File: src/rtl/track_playback_sequencer_pkg.sv
// Shared types and constants for the track playback sequencer.
// Default widths, FSM state encoding and track_sel codes.
package track_pkg;

  localparam int DEF_ADDR_W = 6;
  localparam int DEF_DATA_W = 8;

  typedef enum logic [1:0] {
    IDLE = 2'd0,
    LOAD = 2'd1,
    PLAY = 2'd2,
    DONE = 2'd3
  } state_t;

  localparam logic [1:0] SEL_NONE = 2'b00;
  localparam logic [1:0] SEL_T1   = 2'b01;
  localparam logic [1:0] SEL_T2   = 2'b10;
  localparam logic [1:0] SEL_MIX  = 2'b11;

endpackage

File: src/rtl/playback_addr_counter.sv
// Shared read address register: clear, tick step, terminal flag.
// Ports: clock, reset, clear, step, limit in; addr, last out.
// LOOP_PLAYBACK_EN: address wraps to 0 on the terminal step.
module playback_addr_counter #(
  parameter int ADDR_W = 6
) (
  input  logic              clock,
  input  logic              reset,
  input  logic              clear,
  input  logic              step,
  input  logic [ADDR_W-1:0] limit,
  output logic [ADDR_W-1:0] addr,
  output logic              last
);

  assign last = (addr == limit - ADDR_W'(1));

  always_ff @(posedge clock) begin
    if (reset || clear) begin
      addr <= '0;
    end else if (step) begin
`ifdef LOOP_PLAYBACK_EN
      addr <= last ? '0 : addr + ADDR_W'(1);
`else
      addr <= addr + ADDR_W'(1);
`endif
    end
  end

endmodule

File: src/rtl/track_playback_sequencer.sv
// Playback sequencer for two note-track memories (track1/track2/mix).
// Ports: clock, reset, tick, play_req, stop_req, track_sel, limit1/2,
//   rdata1/2 in; raddr, cs1, cs2, note_out, note_valid, busy, done out.
// LOOP_PLAYBACK_EN: playback loops at track end instead of finishing.
module track_playback_sequencer
  import track_pkg::*;
#(
  parameter int ADDR_W = DEF_ADDR_W,
  parameter int DATA_W = DEF_DATA_W
) (
  input  logic              clock,
  input  logic              reset,
  input  logic              tick,
  input  logic              play_req,
  input  logic              stop_req,
  input  logic [1:0]        track_sel,
  input  logic [ADDR_W-1:0] limit1,
  input  logic [ADDR_W-1:0] limit2,
  input  logic [DATA_W-1:0] rdata1,
  input  logic [DATA_W-1:0] rdata2,
  output logic [ADDR_W-1:0] raddr,
  output logic              cs1,
  output logic              cs2,
  output logic [DATA_W-1:0] note_out,
  output logic              note_valid,
  output logic              busy,
  output logic              done
);

  state_t state, state_n;

  logic [1:0]        sel;
  logic [ADDR_W-1:0] lim1, lim2, eff_lim;
  logic [ADDR_W-1:0] eff_in;
  logic [DATA_W-1:0] merged;
  logic              last;
  logic              start;
  logic              emit;

  always_comb begin
    eff_in = '0;
    unique case (track_sel)
      SEL_T1:  eff_in = limit1;
      SEL_T2:  eff_in = limit2;
      SEL_MIX: eff_in = (limit1 > limit2) ? limit1 : limit2;
      default: eff_in = '0;
    endcase
  end

  assign start = (state == IDLE) && play_req && (track_sel != SEL_NONE);
  assign emit  = (state == PLAY) && tick && !stop_req;

  always_comb begin
    state_n = state;
    unique case (state)
      IDLE: if (start) state_n = (eff_in == '0) ? DONE : LOAD;
      LOAD: state_n = stop_req ? IDLE : PLAY;
      PLAY: begin
        if (stop_req) state_n = IDLE;
`ifndef LOOP_PLAYBACK_EN
        else if (tick && last) state_n = DONE;
`endif
      end
      DONE: state_n = IDLE;
      default: state_n = IDLE;
    endcase
  end

  always_ff @(posedge clock) begin
    if (reset) state <= IDLE;
    else       state <= state_n;
  end

  always_ff @(posedge clock) begin
    if (reset) begin
      sel     <= SEL_NONE;
      lim1    <= '0;
      lim2    <= '0;
      eff_lim <= '0;
    end else if (start) begin
      sel     <= track_sel;
      lim1    <= limit1;
      lim2    <= limit2;
      eff_lim <= eff_in;
    end
  end

  // Address resets whenever playback is not continuing in PLAY,
  // so DONE and IDLE always present address 0.
  playback_addr_counter #(.ADDR_W(ADDR_W)) u_cnt (
    .clock (clock),
    .reset (reset),
    .clear (state_n != PLAY),
    .step  ((state == PLAY) && tick),
    .limit (eff_lim),
    .addr  (raddr),
    .last  (last)
  );

  always_comb begin
    merged = '0;
    unique case (sel)
      SEL_T1:  merged = rdata1;
      SEL_T2:  merged = rdata2;
      SEL_MIX: merged = ((raddr < lim1) ? rdata1 : '0)
                      | ((raddr < lim2) ? rdata2 : '0);
      default: merged = '0;
    endcase
  end

  assign busy = (state == LOAD) || (state == PLAY);
  assign cs1  = busy && sel[0];
  assign cs2  = busy && sel[1];

  always_ff @(posedge clock) begin
    if (reset) begin
      note_out   <= '0;
      note_valid <= 1'b0;
      done       <= 1'b0;
    end else begin
      note_valid <= emit;
      done       <= (state == DONE) && !stop_req;
      if (stop_req && state != IDLE) note_out <= '0;
      else if (emit)                 note_out <= merged;
    end
  end

endmodule

File: config.mk
export PLATFORM = sky130hd
export DESIGN_NAME = track_playback_sequencer
export DESIGN_NICKNAME = d
export VERILOG_FILES = /design/src/rtl/track_playback_sequencer_pkg.sv /design/src/rtl/playback_addr_counter.sv /design/src/rtl/track_playback_sequencer.sv
export SDC_FILE = /design/constraint.sdc
export NUM_CORES = 1
export LEC_CHECK = 0
export ABC_AREA = 0
export CAP_MARGIN = 5
export CORE_ASPECT_RATIO = 0.6
export CORE_UTILIZATION = 50
export CTS_CLUSTER_DIAMETER = 100
export DETAILED_ROUTE_END_ITERATION = 10
export GPL_TIMING_DRIVEN = 0
export PLACE_DENSITY_LB_ADDON = 0.1
export SYNTH_ARGS = -nofsm -noshare
export SYNTH_HDL_FRONTEND = slang
export SYNTH_SLANG_ARGS = --single-unit
File: constraint.sdc
create_clock -name clock -period 2.6 [get_ports clock]
set_input_delay 0.39 -clock clock [delete_from_list [all_inputs] [get_ports clock]]
set_output_delay 0.39 -clock clock [all_outputs]
set_load 0.005 [all_outputs]
==> qor.yml <==
grt_max_degree: 12
crit_path_cell_trace: "clkdlybuf4s50_1 -> inv_1 -> ha_1 -> nand4_1 -> o21bai_4 -> a21oi_1 -> nor2_2 -> a221oi_1 -> nor3_1"
die_width_microns: 88.9
synth_cells: 261
area_growth_pct: 32.7
peakVddDrop_uv: 306
hpwlAfterDp_microns: 4630
most_frequent_standard_cell_in_the_layout_excluding_fill_and_tap_cells: "sky130_fd_sc_hd__clkdlybuf4s50_1"
cts_hold_buffers: 0
clock-sinks: 38
ys_seq_elements: 38
worst_setup_hold_path_clk_slew_ns: 0.08
crit_required_ns: 2.76
start_util_pct: 53.5
max-clock-path-buffers: 2
postSynthNetCount: 318
gpl.final_weighted_congestion: 0.919
core.rowCount: 18
dr.first_iter.drc_count: 116
syn-mean-instance-area_sq_um: 8.69
synth_adder_area_share_pct: 12.1
drt_drc_violations_left: 0
ys_warn_count: 0
yosys.area.top_type_share_pct: 33.6
crit_path_start_kind: "input port"
fillerInstances: 344
wirelength_microns: 6000
synth_area_sq_um: 2270
area_fraction_in_compound_gates_after_synthesis_pct: 21.5
h_tree_levels: 2
detail_route.vias_per_cell: 5.52
share_of_layout_cells_above_drive_strength_1_pct: 9.32
power.density_nw_per_um2: 515
ant_nets: 0
mostFrequentLayoutCells: "sky130_fd_sc_hd__clkdlybuf4s50_1 (50), sky130_fd_sc_hd__dfxtp_1 (38), sky130_fd_sc_hd__nand2_1 (34)"
io_pins: 54
yosys-mux-area-fraction_pct: 0.442
dr_total_vias: 2108
final_cells: 382
path_class: "in2reg"
critical-path-slowest-cell: "sky130_fd_sc_hd__clkdlybuf4s50_1"
timing.final.hold_violations: 0
finish.utilization_pct: 71.1
timing.clock.skew_ns: 0.00490
final_slew_viol_count: 0
chipHeight_microns: 54.2
worstHoldPathType: "in2reg"
clk_latency_ns: 0.29
layout_worst_path_cycle_share_pct: 98.1
grt_first_pass_wirelength_microns: 9400
wire_per_inst_microns: 15.7
post_synth_edffs: 0
dominantRegCellSynth: "sky130_fd_sc_hd__dfxtp_1"
post-route-cell-area_sq_um: 3010
vias_in_the_first_global_route: 1945
main_combinational_cell_family_by_area_after_synthesis: "compound AO/OA/AOI/OAI gates"
numCtsBuffers: 5
grt_usage_pct: 26.9
finalNetCount: 378
synthSimpleGateAreaFrac_pct: 20.9
critical_path.n_buffers_inverters: 2
worst_setup_path_end_kind: "flop"
synth-xor-area-share_pct: 4.47
core_area_sq_um: 4230
outcome: "finished clean"
post-place-ws_ns: -0.265
drt_pass1_iterations: 4
synth_top_area_cell: "sky130_fd_sc_hd__dfxtp_1"
die_area_sq_um: 4820
finalSetupViolCount: 0
postSynth.asyncResetShare_pct: 0
max_clock_freq_mhz: 392
ys_seq_area_share_pct: 33.6
worst_slew_margin_rel_pct: 64.8
max_cap_violations: 0
worst_slack_ns: 0.0503
path_max_fanout: 6
post_synth_main_area_contributors: "sky130_fd_sc_hd__dfxtp_1 (34%), sky130_fd_sc_hd__ha_1 (12%), sky130_fd_sc_hd__nand2_1 (5.6%), sky130_fd_sc_hd__a21oi_1 (4.9%), sky130_fd_sc_hd__inv_1 (4.1%)"
power.total_mw: 1.55
place.detailed.instances: 373
worst_pin_slew_ns: 0.529
placement.io_buffers: 52
num_antenna_cells: 0
finalWorstPathRequiredPeriod_ns: 2.55
critical_path_arrival_ns: 2.71
globalRoute.totalOverflow: 0
delay_of_the_slowest_cell_on_the_worst_path_ns: 0.50
postPlaceCellArea_sq_um: 2860
crit_family: "compound AO/OA/AOI/OAI gates"
synth.distinct_cells: 45
tritoncts: "built"
antenna_found_initial: 0
root_driver: "sky130_fd_sc_hd__clkbuf_8"
leakagePower_nw: 1.22
final timing paths:
check,from,endpoint,slack (ns),depth (start not counted)
setup reg to reg,u_cnt.addr[3],u_cnt.addr[4],0.29,7
setup / recovery,limit2[4],eff_lim[4],0.05,9
hold / removal,limit2[5],lim2[5],0.41,3
hold reg to reg,lim1[5],lim1[5],0.46,2
sequential cells by signal (all words and copies together) (netlist names):
| name | count |
|---|---|
| done | 1 |
| eff_lim | 6 |
| lim1 | 6 |
| lim2 | 6 |
| note_out | 8 |
| note_valid | 1 |
| sel | 2 |
| state | 2 |
| u_cnt.addr | 6 |
per-stage QoR:
step	setup TNS, ns	hold WS, ns
after detailed placement	-2.15	0.449
after floorplan	0	0.436
after global placement	-1.79	0.445
after global routing	-0.0422	0.415
after CTS	0	0.452
final	0	0.410
cells by family after synthesis:
group           count (synthesis)
compound gates                 65
xor+xnor                       10
fa+ha+maj                      22
buf+inv                        36
flops                          38
mux                             1
simple gates                   89
synthesized netlist by cell type (6+ instances only):
cell type,n
sky130_fd_sc_hd__nand2_1,34
sky130_fd_sc_hd__ha_1,22
sky130_fd_sc_hd__nor3_2,6
sky130_fd_sc_hd__and2_1,11
sky130_fd_sc_hd__dfxtp_1,38
sky130_fd_sc_hd__nor2_1,9
sky130_fd_sc_hd__inv_1,25
sky130_fd_sc_hd__a21o_1,6
sky130_fd_sc_hd__a221o_1,8
sky130_fd_sc_hd__a21oi_1,22
sky130_fd_sc_hd__clkbuf_1,6
sky130_fd_sc_hd__xor2_1,8
sky130_fd_sc_hd__a221oi_1,6
routing by layer:
layer	up-vias	part of all wire [%]	global-route usage, %
li1	1048	-	-
met1	989	48	38.3
met2	66	44	40.8
met3	5	7.3	7.67
met4	0	0.48	5.56
met5	-	0	0
worst reg2reg max path, cell delays in order (launching register included):
cell                        delay [ns]
sky130_fd_sc_hd__dfxtp_1          0.43
sky130_fd_sc_hd__or4_4            0.60
sky130_fd_sc_hd__a211o_1          0.31
sky130_fd_sc_hd__o211ai_2         0.09
sky130_fd_sc_hd__a2111oi_1        0.10
sky130_fd_sc_hd__or3_1            0.40
sky130_fd_sc_hd__buf_6            0.16
sky130_fd_sc_hd__nor3_2           0.15
layout make-up:
cell class | instances | area (sq um) | share of cell area [%]
Sequential cell | 38 | 761 | 25.3
Tap cell | 60 | 75.1 | 2.49
Timing Repair Buffer | 53 | 533 | 17.7
Clock buffer | 7 | 86.3 | 2.87
Inverter | 26 | 97.6 | 3.24
Buffer | 10 | 61.3 | 2.04
Multi-Input combinational cell | 187 | 1390 | 46.2
Clock inverter | 1 | 5.00 | 0.166
power breakdown:
part,internal (mW),switching (mW),leakage [nW]
Clock,0.214,0.209,0.0482
Sequential,0.622,0.0320,0.310
Combinational,0.219,0.255,0.864
Total,1.05,0.495,1.22
what timing repair did:
item | 4_1_cts | 5_1_grt
hold endpoints to repair | 0 | 0
buffers inserted | 0 | 1
endpoints found under the setup margin | 0 | 9
resized for setup | 0 | 9
Power figures use the tool's default switching activity.
